==> src/rtl/linebuf_ctrl_pkg.sv <==
// linebuf_ctrl_pkg: shared widths and FSM state type for the line-buffer controller
package linebuf_ctrl_pkg;
    localparam int LWIDTH = 16;
    localparam int DWIDTH = 8;
    typedef enum logic [1:0] {S_WAIT, S_FEED, S_DRAIN} state_t;
endpackage

==> src/rtl/linebuf_ctrl_delay.sv <==
// linebuf_ctrl_delay: fixed-depth shift register aligning window status with the data pipe
module linebuf_ctrl_delay
    import linebuf_ctrl_pkg::*;
#(
    parameter int DEPTH = 3,
    parameter int WIDTH = 8
) (
    input  logic             clk,
    input  logic             xrst,
    input  logic [WIDTH-1:0] d,
    output logic [WIDTH-1:0] q
);
    logic [WIDTH-1:0] stage [DEPTH];
    // shift one stage per cycle, all stages cleared on reset
    always_ff @(posedge clk) begin
        if (xrst) begin
            for (int i = 0; i < DEPTH; i++) stage[i] <= '0;
        end else begin
            stage[0] <= d;
            for (int i = 1; i < DEPTH; i++) stage[i] <= stage[i-1];
        end
    end
    assign q = stage[DEPTH-1];
endmodule

==> src/rtl/linebuf_ctrl.sv <==
// linebuf_ctrl: raster address generator and window-valid tracker for a line buffer
module linebuf_ctrl
    import linebuf_ctrl_pkg::*;
#(
    parameter int MAXLINE    = 5,
    parameter int MAXSIZE    = 32,
    parameter int PIPE_DELAY = 3
) (
    input  logic                          clk,
    input  logic                          xrst,
    input  logic                          req,
    input  logic [LWIDTH-1:0]             img_size,
    input  logic [LWIDTH-1:0]             fil_size,
    output logic                          ack,
    output logic                          buf_en,
    output logic [2*$clog2(MAXSIZE)-1:0]  img_addr,
    output logic                          out_valid,
    output logic [LWIDTH-1:0]             out_row,
    output logic [LWIDTH-1:0]             out_col,
    output logic                          done,
    output logic                          err
);
    localparam int AW = 2*$clog2(MAXSIZE);
    localparam int PW = 2*LWIDTH + 2;
    state_t            state;
    logic [LWIDTH-1:0] img_q, fil_q, row, col, edge_m1, fil_m1;
    logic              bad, at_last, win;
    logic [PW-1:0]     pin, pout;
    // request validation and status of the pixel issued this cycle
    always_comb begin
        bad     = fil_size == '0 || fil_size > LWIDTH'(MAXLINE) || img_size > LWIDTH'(MAXSIZE) || img_size < fil_size;
        edge_m1 = img_q - LWIDTH'(1);
        fil_m1  = fil_q - LWIDTH'(1);
        at_last = state == S_FEED && row == edge_m1 && col == edge_m1;
        win     = state == S_FEED && row >= fil_m1 && col >= fil_m1;
        pin     = {at_last, win, win ? row - fil_m1 : '0, win ? col - fil_m1 : '0};
    end
    // job sequencing: accept/reject, raster scan, then wait for the pipe to flush
    always_ff @(posedge clk) begin
        if (xrst) begin
            state    <= S_WAIT;
            buf_en   <= 1'b0;
            err      <= 1'b0;
            img_addr <= '0;
            row      <= '0;
            col      <= '0;
            img_q    <= '0;
            fil_q    <= '0;
        end else begin
            buf_en <= 1'b0;
            err    <= 1'b0;
            case (state)
                S_WAIT: if (req) begin
                    if (bad) err <= 1'b1;
                    else begin
                        state    <= S_FEED;
                        buf_en   <= 1'b1;
                        img_addr <= '0;
                        row      <= '0;
                        col      <= '0;
                        img_q    <= img_size;
                        fil_q    <= fil_size;
                    end
                end
                S_FEED: if (at_last) state <= S_DRAIN;
                else begin
                    img_addr <= img_addr + AW'(1);
                    col      <= col == edge_m1 ? '0 : col + LWIDTH'(1);
                    row      <= col == edge_m1 ? row + LWIDTH'(1) : row;
                end
                S_DRAIN: if (done) state <= S_WAIT;
                default: state <= S_WAIT;
            endcase
        end
    end
    linebuf_ctrl_delay #(.DEPTH(PIPE_DELAY), .WIDTH(PW)) u_delay (
        .clk  (clk),
        .xrst (xrst),
        .d    (pin),
        .q    (pout)
    );
    assign {done, out_valid, out_row, out_col} = pout;
    assign ack = state == S_WAIT;
endmodule

==> config.mk <==
export PLATFORM = sky130hd
export DESIGN_NAME = linebuf_ctrl
export DESIGN_NICKNAME = d
export VERILOG_FILES = /design/src/rtl/linebuf_ctrl_pkg.sv /design/src/rtl/linebuf_ctrl_delay.sv /design/src/rtl/linebuf_ctrl.sv
export SDC_FILE = /design/constraint.sdc
export NUM_CORES = 1
export LEC_CHECK = 0
export ABC_AREA = 1
export BUFFER_PORTS_ARGS = -buffer_cell sky130_fd_sc_hd__buf_2
export CORE_MARGIN = 4
export CORE_UTILIZATION = 60
export CTS_CLUSTER_SIZE = 40
export DETAILED_ROUTE_END_ITERATION = 8
export PLACE_DENSITY = 0.86
export SLEW_MARGIN = 20
export SYNTH_ARGS = -nofsm -noshare
export SYNTH_HDL_FRONTEND = slang
export SYNTH_SLANG_ARGS = --single-unit
==> constraint.sdc <==
create_clock -name clk -period 3.5 [get_ports clk]
set_input_delay 0.525 -clock clk [delete_from_list [all_inputs] [get_ports clk]]
set_output_delay 0.525 -clock clk [all_outputs]
set_load 0.005 [all_outputs]
==> out/qor.log <==
INFO  run_status     outcome=finished clean
INFO  logic_synthesis top_cells_by_area_synth=dfxtp_1 (35%), nand2_1 (8.5%), inv_1 (8.4%)
INFO  floorplan      initial_core_util=0.613
INFO  place          place.gp.congestion=0.974
INFO  power          p_int=3050uW
INFO  min_path       hold_path_class=input port to flop
INFO  clock_tree     clock-sinks=180
INFO  logic_synthesis synth_most_common_cell=nand2_1
INFO  logic_synthesis synth_cell_type_count=48
INFO  worst_setup_path worstSetupPathType=flop to flop
INFO  drt            route.detailed.vias_per_inst=5.30
INFO  logic_synthesis synth-warning-count=0
INFO  timing         clock.fmax=316MHz
INFO  logic_synthesis post_synth_design_cell_area=10,200um2
INFO  logic_synthesis synth_xor_xnor_area_share=0.0588
INFO  logic_synthesis synth_top_area_frac=0.353
INFO  logic_synthesis synth_edf_count=0
INFO  layout         final-instance-count-excl-fill=1,709
INFO  layout         fin_nets=1,561
INFO  timing         timing.final.hold_violations=0
INFO  power          power_frac_seq=0.512
INFO  drt            wl_met2=11,500um
INFO  worst_setup_path start_kind=flop
INFO  logic_synthesis synth.ff_latch_count=180
INFO  drt            dr.pass1.iters=7
INFO  power          cellLeakagePower=0.00502uW
INFO  timing         worstMarginPinSlew=0.767ns
INFO  timing         final_setup_violations=0
INFO  power          power_density=361nW/um2
INFO  floorplan      die_width=138um
INFO  clock_tree     cts_max_level=4
INFO  logic_synthesis synth_largest_area_cell=dfxtp_1
INFO  timing         fin_crit_sh=0.904
INFO  worst_setup_path required=3.87ns
INFO  global_route   grt_util_all_layers=0.242
INFO  floorplan      floorplan.io_pins=82
INFO  place          placed_cells=1,677
INFO  logic_synthesis simple_gate_portion_of_the_synthesized_area=0.326
INFO  layout         diodes=0
INFO  place          post_dp_cell_area=10,500um2
INFO  global_route   number_of_antenna_violations_at_the_first_check_in_global_routing=0
INFO  global_route   grt_start_max_net_pins=70
INFO  layout         area_growth_syn_to_layout=8.54%
INFO  global_route   number_of_global_route_vias_before_repair=8,403
INFO  logic_synthesis synth-compound-area-share=0.0668
INFO  floorplan      floorplan.rows=47
INFO  worst_setup_path crit_arrival=3.53ns
INFO  power          p_sw=950uW
INFO  power          power.ir.vdd_worst=351uV
INFO  place          place.port_buffers=81
INFO  logic_synthesis synth_seq_area_share=0.353
INFO  layout         final_area=11,100um2
INFO  worst_setup_path end_kind=flop
INFO  timing         tns=0ns
INFO  layout         multi_input_area=5250um2
INFO  logic_synthesis synth-main-ff-cell=dfxtp_1
INFO  drt            wire_length_per_cell_after_detailed_routing=13.6um
INFO  drt            met1_length=10,000um
INFO  logic_synthesis synth.cells.most_frequent=nand2_1 (231), inv_1 (228), nor2_1 (204)
INFO  logic_synthesis net_count_after_synthesis=1,523
INFO  clock_tree     postCtsSetupBuffers=0
INFO  logic_synthesis postSynthAreaPerCell=7.09um2
INFO  timing         rsz0062_at_grt=false
INFO  clock_tree     cts_buffers=17
INFO  logic_synthesis combinational_family_with_the_most_area_after_synthesis=simple AND/OR/NAND/NOR gates
INFO  timing         final.setup_skew=0.00879ns
INFO  clock_tree     clk_pin_slew=0.07ns
INFO  floorplan      fp.dieArea=19,100um2
INFO  clock_tree     tritoncts=done
INFO  timing         slew_headroom=0.488
INFO  drt            route.detailed.drc=0
INFO  floorplan      floorplan.die.height=138um
INFO  power          p_comb_frac=0.024
INFO  layout         final-seq-area=3600um2
INFO  floorplan      design.core.area=16,600um2
INFO  run            timing.max_cap.violations=0
INFO  logic_synthesis syn_inst=1,438
INFO  worst_setup_path crit_path_cell_trace=inv_1 > ha_1 > nand2_2 > nor2_4 > nand2_2 > nor2_4 > nand3_2 > nor4_1 > xnor2_1 > ha_1 > inv_1 > nor3_1 > nand4_1 > nand4_1 > nand3_4 > buf_12 > nor2_2
INFO  worst_setup_path critical_path_peak_fanout=33
INFO  drt            top_layer=met4
INFO  worst_setup_path cp_slowest_cell=ha_1
INFO  logic_synthesis yosys-mux-area-fraction=0
INFO  power          sw_frac_of_total=0.238
INFO  drt            num_vias=9,060
INFO  drt            wl_met3=1260um
INFO  power          power.share.clock=0.463
INFO  clock_tree     cts.root.buffer_cell=clkbuf_16
INFO  worst_setup_path slowest_delay=0.37ns
INFO  logic_synthesis proportion_of_register_bits_with_asynchronous_set_or_reset_after_synthesis=0
INFO  layout         post_route_cells_drive_above_1_share=0.134
INFO  global_route   wire_length_of_the_first_global_routing_pass=38,800um
INFO  drt            first_iter_violations=773
INFO  layout         fillCellCount=1,449
INFO  timing         min_period=3.16ns
INFO  clock_tree     clk-insertion-delay-late=0.44ns
INFO  drt            drtAntennaViolNets=0
INFO  global_route   gr-total-overflow=0
INFO  clock_tree     max-clock-path-buffers=2
INFO  logic_synthesis synth_adder_area_share=0.0628
INFO  place          place_hpwl=17,500um
INFO  timing         slew_viol_final=0
INFO  drt            totalWireLength=23,300um
[worst max-delay path, delay by kind of cell, from the launching register on]
| kind | cells | cell delay (ns) |
|---|---|---|
| XOR/XNOR | 1 | 0.14 |
| AND/OR/NAND/NOR | 11 | 1.59 |
| flip-flops | 1 | 0.30 |
| adder cells (fa/ha/maj) | 2 | 0.60 |
| buffers and inverters | 3 | 0.43 |
[sequential cells by signal, indices dropped and copies added, names as in the netlist]
signal and flops:
u_delay.stage 102, col 16, fil_q 16, img_q 16, row 16, img_addr 10
state 2, buf_en 1, err 1
[layout make-up]
type	instances	area share
Inverter	230	0.0780
Multi-Input combinational cell	956	0.474
Sequential cell	180	0.326
Clock inverter	14	0.0126
Timing Repair Buffer	91	0.0448
Tap cell	220	0.0249
Clock buffer	18	0.0397
[per-stage QoR]
step	utilization	total power (uW)	hold slack [ns]	setup WS, ns
5_1_grt	0.665	4130	0.356	0.0256
3_5_place_dp	0.630	2190	0.394	0.364
3_3_place_gp	0.630	2190	0.389	0.477
4_1_cts	0.665	4020	0.343	0.309
6_report	0.665	4000	0.353	0.336
2_1_floorplan	-	2150	0.388	0.730
[layout by cell type (no fill, tap or decap), types with 4 or more instances in the layout]
cell type  Yosys  final
a211oi_1      11     11
a21oi_1       78     78
buf_2          2     80
buf_4         32     10
clkbuf_16      0     17
dfxtp_1      180    180
ha_1          48     48
inv_1        228    228
inv_6          0      4
inv_8          0      4
nand2_1      231    231
nand2_2       10     10
nand3_1      127    127
nand3_2        6      6
nand3b_1       8      8
nand4_1       39     39
nor2_1       204    204
nor2_2        41     41
nor2_4         5      5
nor3_1        21     20
nor4_1         9      9
o21ai_0       20     20
xnor2_1       20     20
xor2_1        44     44
[path summary, 6_finish.rpt]
kind         depth (start not counted)                  from                   end  slack, ns
max                                 17              fil_q[0]  u_delay.stage[0][19]       0.34
min                                  3                   req                   err       0.35
min reg2reg                          2  u_delay.stage[0][65]  u_delay.stage[0][99]       0.40
max reg2reg                         17              fil_q[0]  u_delay.stage[0][19]       0.34
[routing by layer]
metal | track usage | up-vias
met2 | 0.434 | 294
met5 | 0 | -
met4 | 0.0770 | 0
li1 | - | 4614
met3 | 0.0394 | 49
met1 | 0.297 | 4103
[power groups by stage]
stage / Sequential (uW) / Combinational [uW] / Clock, uW
after floorplan: 2090 / 56.3 / 0
after global placement: 2090 / 92.1 / 0
after detailed placement: 2090 / 95.9 / 0
after CTS: 2050 / 96.1 / 1880
after global routing: 2050 / 110 / 1970
final: 2050 / 96.9 / 1850
[cells by family (layout without fill, tap and decap cells)]
family                     count (synthesis)  count (layout)
adders and majority gates                 50              50
DFF                                      180             180
and+or+nand+nor                          716             716
buffers and inverters                    302             353
xor gates and xnor gates                  66              66
AOI/OAI and AO/OA                        124             124
[repair_timing]
action	4_1_cts	5_1_grt
setup endpoints to repair	0	10
hold buffers	0	0
resized for setup	0	1
No activity file was read; power rests on OpenSTA's default activity.
